--- src/rtl/seq_pkg.sv ---
// seq_pkg: shared types for the program sequencer and its return stack.
//   seq_state_t  - sequencer state (IDLE / RUN / FAULT)
//   seq_action_t - one decoded action per edge, from the strobe priority encoder
package seq_pkg;
   typedef enum logic [1:0] {S_IDLE, S_RUN, S_FAULT} seq_state_t;
   typedef enum logic [2:0] {A_HOLD, A_INC, A_JMP, A_BRREL, A_CALL, A_RET} seq_action_t;
endpackage

--- src/rtl/seq_ret_stack.sv ---
// seq_ret_stack: LIFO of return addresses.
//   clk, rst - clock, synchronous active-high reset (clears sp)
//   push     - write din to entry[sp], sp <= sp+1
//   pop      - sp <= sp-1; dout shows entry[sp-1] combinationally
//   din      - address to push
//   dout     - top-of-stack address
//   full     - sp == STACK_DEPTH
//   empty    - sp == 0
// The caller never asserts push and pop together and gates them with full/empty.
module seq_ret_stack #(
   parameter int AW          = 6,
   parameter int STACK_DEPTH = 4
) (
   input  logic          clk,
   input  logic          rst,
   input  logic          push,
   input  logic          pop,
   input  logic [AW-1:0] din,
   output logic [AW-1:0] dout,
   output logic          full,
   output logic          empty
);
   localparam int SPW = $clog2(STACK_DEPTH + 1);
   localparam int IW  = (STACK_DEPTH > 1) ? $clog2(STACK_DEPTH) : 1;
   logic [SPW-1:0] sp;
   logic [SPW-1:0] sp_dec;
   logic [AW-1:0]  mem [2**IW];
   // sp < STACK_DEPTH whenever a push is allowed, so its low IW bits address the entry
   assign sp_dec = sp - 1'b1;
   assign dout   = mem[sp_dec[IW-1:0]];
   assign full   = sp == SPW'(STACK_DEPTH);
   assign empty  = sp == '0;
   always_ff @(posedge clk) begin
      if (rst) sp <= '0;
      else if (push) sp <= sp + 1'b1;
      else if (pop) sp <= sp_dec;
      if (push) mem[sp[IW-1:0]] <= din;
   end
endmodule

--- src/rtl/program_sequencer.sv ---
// program_sequencer: program counter with start/arm handshake, relative branches
// and a call/return stack with sticky overflow/underflow fault.
//   clk, rst    - clock, synchronous active-high reset
//   start       - arms the sequencer while idle
//   complete    - level freeze of all state
//   inc         - pc <= pc+1
//   w_en        - pc <= data_in[AW-1:0]
//   br_rel      - pc <= pc + signed data_in[AW-1:0]
//   call        - push pc+1, pc <= data_in[AW-1:0]
//   ret         - pc <= popped address
//   data_in     - jump target / offset (low AW bits used)
//   pc          - current instruction address
//   running     - sequencer armed (stays high in FAULT)
//   stack_full  - stack holds STACK_DEPTH entries
//   stack_empty - stack holds no entries
//   fault       - sticky stack overflow/underflow
module program_sequencer
   import seq_pkg::*;
#(
   parameter int AW          = 6,
   parameter int DW          = 32,
   parameter int RESET_ADDR  = 2,
   parameter int STACK_DEPTH = 4
) (
   input  logic          clk,
   input  logic          rst,
   input  logic          start,
   input  logic          complete,
   input  logic          inc,
   input  logic          w_en,
   input  logic          br_rel,
   input  logic          call,
   input  logic          ret,
   input  logic [DW-1:0] data_in,
   output logic [AW-1:0] pc,
   output logic          running,
   output logic          stack_full,
   output logic          stack_empty,
   output logic          fault
);
   seq_state_t    state;
   seq_action_t   act;
   logic [AW-1:0] tgt;
   logic [AW-1:0] pc_inc;
   logic [AW-1:0] top;
   logic          live;
   logic          push;
   logic          pop;
   logic          unused_hi;
   assign tgt       = data_in[AW-1:0];
   assign unused_hi = ^data_in;
   assign pc_inc    = pc + AW'(1);
   assign live      = state == S_RUN && !complete;
   always_comb begin
      act = ret    ? A_RET   :
            call   ? A_CALL  :
            w_en   ? A_JMP   :
            br_rel ? A_BRREL :
            inc    ? A_INC   : A_HOLD;
   end
   assign push = live && act == A_CALL && !stack_full;
   assign pop  = live && act == A_RET && !stack_empty;
   seq_ret_stack #(.AW(AW), .STACK_DEPTH(STACK_DEPTH)) u_stack (
      .clk  (clk),
      .rst  (rst),
      .push (push),
      .pop  (pop),
      .din  (pc_inc),
      .dout (top),
      .full (stack_full),
      .empty(stack_empty)
   );
   always_ff @(posedge clk) begin
      if (rst) begin
         state   <= S_IDLE;
         pc      <= AW'(RESET_ADDR);
         running <= 1'b0;
         fault   <= 1'b0;
      end else if (!complete) begin
         case (state)
            S_IDLE: if (start) begin
               state   <= S_RUN;
               running <= 1'b1;
            end
            S_RUN: case (act)
               A_RET: if (stack_empty) begin
                  state <= S_FAULT;
                  fault <= 1'b1;
               end else pc <= top;
               A_CALL: if (stack_full) begin
                  state <= S_FAULT;
                  fault <= 1'b1;
               end else pc <= tgt;
               A_JMP:   pc <= tgt;
               A_BRREL: pc <= pc + tgt;
               A_INC:   pc <= pc_inc;
               default: pc <= pc;
            endcase
            default: state <= state;
         endcase
      end
   end
endmodule

--- config.mk ---
export PLATFORM = sky130hd
export DESIGN_NAME = program_sequencer
export DESIGN_NICKNAME = d
export VERILOG_FILES = /design/src/rtl/seq_pkg.sv /design/src/rtl/seq_ret_stack.sv /design/src/rtl/program_sequencer.sv
export SDC_FILE = /design/constraint.sdc
export NUM_CORES = 1
export LEC_CHECK = 0
export BUFFER_PORTS_ARGS = -buffer_cell sky130_fd_sc_hd__buf_2
export CORE_UTILIZATION = 53
export DETAILED_ROUTE_END_ITERATION = 8
export GPL_ROUTABILITY_DRIVEN = 0
export GPL_TIMING_DRIVEN = 0
export MAX_ROUTING_LAYER = met4
export PLACE_DENSITY = 0.85
export SETUP_SLACK_MARGIN = 0.1
export SLEW_MARGIN = 20
export SYNTH_ARGS = -nofsm -noshare
export SYNTH_HDL_FRONTEND = slang
export SYNTH_SLANG_ARGS = --single-unit
--- constraint.sdc ---
create_clock -name clk -period 2.58 [get_ports clk]
set_input_delay 0.258 -clock clk [delete_from_list [all_inputs] [get_ports clk]]
set_output_delay 0.258 -clock clk [all_outputs]
set_load 0.03 [all_outputs]
# Word level (Yosys, flattened, before mapping)
# Memories as Yosys holds them, arrays and structs flattened.
# Index checks and enable logic that the tools add are counted.
[word_totals]
n_memories = 1
reg_bits = 13
output_inout_bits = 10
ramBits = 24
input_bits = 41
word_cells = 64
[op_classes]
reduce_logical = 18
add_sub_neg = 4
mux = 20
n_eq_ne = 15
bitwise_logic = 1
[mem_list]
columns = ["name", "words", "width", "rd", "rd_clocked_by_memory_dff", "write_ports", "line", "source"]
rows = [
  ["u_stack.mem", 4, 6, 1, 0, 1, "seq_ret_stack.sv:27", "logic [AW-1:0] mem [2**IW];"],
]
[ops]
columns = ["operator", "count"]
rows = [
  ["$pmux 6 s5", 1],
  ["$mux 3", 4],
  ["$mux 6", 2],
  ["$mux 2", 5],
  ["$ne 2x2->1 const B", 5],
  ["$reduce_and 5->1", 2],
  ["$eq 3x3->1 const B", 3],
  ["$pmux 2 s2", 2],
  ["$add 6x1->6 const B", 1],
  ["$add 6x6->6", 1],
  ["$eq 3x2->1 const B", 2],
  ["$ne 3x3->1 const B", 2],
  ["$reduce_and 6->1", 1],
  ["$reduce_bool 2->1", 3],
  ["$logic_and 1x1->1", 5],
  ["$mux 1", 5],
  ["$reduce_bool 5->1", 1],
  ["$add 3x1->3 const B", 1],
  ["$eq 3x1->1 const B", 1],
  ["$logic_not 1->1", 3],
  ["$logic_not 3->1", 1],
  ["$ne 3x1->1 const B", 1],
  ["$reduce_and 3->1", 1],
  ["$sub 3x1->3 const B", 1],
  ["other kinds (4)", 4],
]

# Longest topological paths before layout
[depth]
ltp_word = 10
ltp_mapped = 9
depth_no_buf = 8

# By module
# Synthesis repeated with hierarchy kept, for this count alone.
[hier_totals]
cells_unflattened = 168
hier_area_um2 = 2037.0
[by_module_without_submodules]
columns = ["mod", "n_inst", "seq_area_each_um2", "cells_per_inst", "area_each_um2"]
rows = [
  ["seq_ret_stack", 1, 780.7, 60, 1117.3],
  ["program_sequencer", 1, 200.2, 108, 919.6],
]

# Worst setup path after synthesis
# OpenSTA, ideal clock, no wires.
[synth_timing]
kind = "register to register"
from = "register u_stack.sp[0]"
to = "register pc[1]"
arrival_ns = 1.995
required_ns = 2.460
synth_period_minus_slack_ns = 2.114
slack_ns = 0.466
path_buffers = 2
setup_ns = 0.120
stages_incl_launch_ff = 9
path_cell_list = "dfxtp_1 > buf_6 > inv_1 > ha_1 > buf_1 > mux4_2 > a221oi_2 > nor2_1 > a211o_1"
[synth_between]
elab_chain_cells = 4
elab_cells_between_ends = 9
classes_between = "add/sub: 1; eq/ne: 3; mux: 2; reduce/logical: 2; memory: 1"
[synth_lines]
columns = ["item", "line", "source"]
rows = [
  ["start, declared", "seq_ret_stack.sv:25", "logic [SPW-1:0] sp;"],
  ["start signal, assigned", "seq_ret_stack.sv:35", "else if (push) sp <= sp + 1'b1;"],
  ["start signal, assigned", "seq_ret_stack.sv:36", "else if (pop) sp <= sp_dec;"],
  ["$sub 3x1->3", "seq_ret_stack.sv:29", "assign sp_dec = sp - 1'b1;"],
  ["$mem_v2 4x6", "--", ""],
  ["$mux 6", "program_sequencer.sv:86", "A_RET: if (stack_empty) begin"],
  ["$pmux 6 s5", "program_sequencer.sv:85", "S_RUN: case (act)"],
  ["end signal, assigned", "program_sequencer.sv:89", "end else pc <= top;"],
  ["end signal, assigned", "program_sequencer.sv:93", "end else pc <= tgt;"],
  ["end signal, assigned", "program_sequencer.sv:94", "A_JMP: pc <= tgt;"],
  ["end, declared", "program_sequencer.sv:35", "output logic [AW-1:0] pc,"],
]
# Several ways; a longest one is shown, not always the timed one. The select of a mux whose other input is x is not followed.
# A chain may end at the register's enable or synchronous reset.

# Worst setup path after layout
[layout_timing]
from = "register u_stack.sp[0]"
to = "register u_stack.sp[2]"
[layout_between]
elab_chain_cells = 4
elab_cells_between_ends = 11
classes_between = "add/sub: 2; eq/ne: 1; mux: 2; reduce/logical: 6"
[layout_lines]
columns = ["item"]
rows = [
  ["parallel branches: the longest is 4 deep, another holds $sub 3x1->3"],
]
# Several ways; the timed one is not identified. The select of a mux whose other input is x is not followed.

==> metrics.txt <==
worst skew pair latency 0.29 ns; mean number of vias per cell 5.76; per-cell routed wire length 15.7 um; post-synthesis cell type with the largest combined area edfxtp_1; Seq cells post-synth 37; number of core rows 22; maximum resistive drop on vdd 0.354 mV; number of top-level pins 51; share of flip-flops with an asynchronous set or reset after synthesis 0%; count of unique library cells instantiated by Yosys 41; total count of max-transition violations in the final report 0; total standard cell area after synthesis 0.00202 sq mm; Seq/Total Area, Yosys 48.6%; vias in the first global route 1391; CTS clock-pin slew for the worst setup and hold paths 0.08 ns; count of yosys warnings during synthesis 0; crit path cell chain buf_6 -> inv_1 -> ha_1 -> and2_1 -> and4bb_2 -> and2_1 -> a21oi_1 -> xor2_1 -> nor2_1; maximum clock path buffer count 2; CP max stage cell dfxtp_1; ANT nets after route 0; effective utilization at floorplan 55.1%; proportion of layout cells with a drive suffix above 1 21.7%; cell count after synthesis 168; routed vias 1418; worst reg-to-reg setup slack 0.38 ns; placed wire-length estimate 2800 um; number of endpoints with negative hold slack in the final report 0; clock sink count 37; die boundary width 63.7 um; Critical path destination u_stack.sp[2]; delay-heaviest family, CP simple AND/OR/NAND/NOR gates; final sum of negative setup slack 0 ns; final routed DRC violation total 0; Clock Skews 0.00255 ns; worst max-slew margin expressed relative to the limit 66.6%; final instance area 0.00230 sq mm; top post-synthesis cells by area edfxtp_1 (36%), dfxtp_1 (13%), ha_1 (6.8%); Congestion Overflow GR 0; ant diodes 0; Tot GR Track Use 21.9%; average cell area after synthesis 12.0 sq um; Final Net Count 250; Arr. time, crit path 2.37 ns; global-route wire length before repair 6420 um; transition at the pin with the smallest max-transition slack 0.500 ns; area post-placement 0.00219 sq mm; Max FO, Critical Path 7; CTS tree done; count of routing violations after the opening detailed-route iteration 130; nets in the synthesized netlist 221; highest clock rate 454 MHz; Worst Setup Start Kind flip-flop; endpoints failing setup 0; core box area 0.00366 sq mm; power density of the placed cells 550 mW/mm^2; count of buffers from port buffering 23; time the final worst path needs with I/O delays and setup 2.20 ns; first element of the critical path u_stack.sp[0]; path type of the worst min-delay path input port to flip-flop; count of flip-flops with a built-in enable after synthesis 24; Static Leak 0.888 nW; area share of the leading cell type in the synthesized netlist 35.7%; commonest non-fill, non-tap cell in the layout edfxtp_1; kind of end point of the critical path flip-flop; setup bufs post-CTS 0; clock buffer count from CTS 5; largest stage delay on the critical path 0.38 ns; most frequent cells in the layout edfxtp_1 (24), buf_2 (23), nor2_1 (21); required time of the critical path 2.75 ns; Maximum Capacitance Violations 0; period utilization 85.3%; CP Depth 9; Layout area overhead 14.2%; total wire length after detailed routing 3870 um; antenna violations before repair 0; worst r2r src u_stack.sp[0]; vertical extent of the die 63.7 um; number of search-and-repair iterations in the first detailed-routing pass 4; largest net degree at the start of global routing 14; startpoint-to-endpoint class of the critical path flip-flop to flip-flop; number of cells traversed by the worst register-to-register path 9; die area 0.00406 sq mm; crit-path most repeated cell and2_1; main flop type after synthesis edfxtp_1; RSZ-0062 raised after global routing no; terminus of the critical flop-to-flop path u_stack.sp[2]; buffers plus inverters on the worst setup path 2; clock root buffer master clkbuf_8; deepest level of the CTS H-tree 2; run status finished, final reports clean
flip-flops by register name (all words and copies together), names as in the netlist:
signal,cells
u_stack.sp,3
state,2
u_stack.mem,24
pc,6
running,1
fault,1
cell type report:
type / count / area [sq um]
fill: 283 / 1360
multi-input combinational: 118 / 965
clock buffer: 5 / 68.8
timing repair buffer: 23 / 115
buffer: 6 / 45.0
sequential: 37 / 981
tap: 48 / 60.1
clock inverter: 3 / 46.3
inverter: 6 / 22.5
cell usage after synthesis (3+ instances only):
library cell / n
edfxtp_1: 24
ha_1: 11
nand2b_1: 3
xnor2_1: 8
and2_1: 5
dfxtp_1: 13
nor2_1: 21
mux4_1: 5
nand2_1: 5
xor2_1: 3
nand3_1: 9
a21oi_1: 15
inv_1: 6
where the power goes:
group | internal [mW] | switching, mW | total (mW) | leakage [nW]
logic | 0.0499 | 0.0685 | 0.118 | 0.514
clock network | 0.289 | 0.220 | 0.509 | 0.0543
registers | 0.633 | 0.00696 | 0.640 | 0.319
cells by family (layout without fill, tap and decap cells):
family	count (synthesis)	after routing	share of synthesized area, %
compound gates	33	33	11.7
xor+xnor	11	11	4.78
fa+ha+maj	12	12	7.82
buf+inv	13	43	3.54
flops	37	37	48.6
mux	7	7	8.13
simple gates	55	55	15.4
per-stage QoR:
step	worst slack [ns]	power (mW)	cells	util, %	hold slack [ns]
finish	0.379	1.27	246	62.9	0.193
global route	0.180	1.31	246	62.9	0.199
CTS	0.206	1.28	247	63.0	0.194
detailed placement	0.219	0.770	239	59.9	0.441
global placement	0.278	0.768	239	59.9	0.432
floorplan	0.466	0.732	168	-	0.330
per-layer routing:
| metal | wire length (um) | part of all wire (%) | up-vias | global-route usage, % |
|---|---|---|---|---|
| li1 | - | - | 688 | - |
| met1 | 1780 | 46 | 679 | 28.0 |
| met2 | 1840 | 48 | 44 | 33.1 |
| met3 | 181 | 4.7 | 7 | 5.80 |
| met4 | 74 | 1.9 | 0 | 8.52 |
| met5 | 0 | 0 | - | - |
repair_timing:
action / 4_1_cts / 5_1_grt
hold buffers: 0 / 0
gates resized for setup: 0 / 0
endpoints found under the setup margin: 0 / 1
how the worst min path moves through the flow:
stage | start | end | cells after the start
after detailed placement | fault | fault | 2
final | rst | pc[3] | 2
after CTS | rst | pc[3] | 2
after global routing | rst | pc[3] | 2
after global placement | fault | fault | 2
after floorplan | rst | pc[3] | 1
No activity file was read; power rests on OpenSTA's default activity.
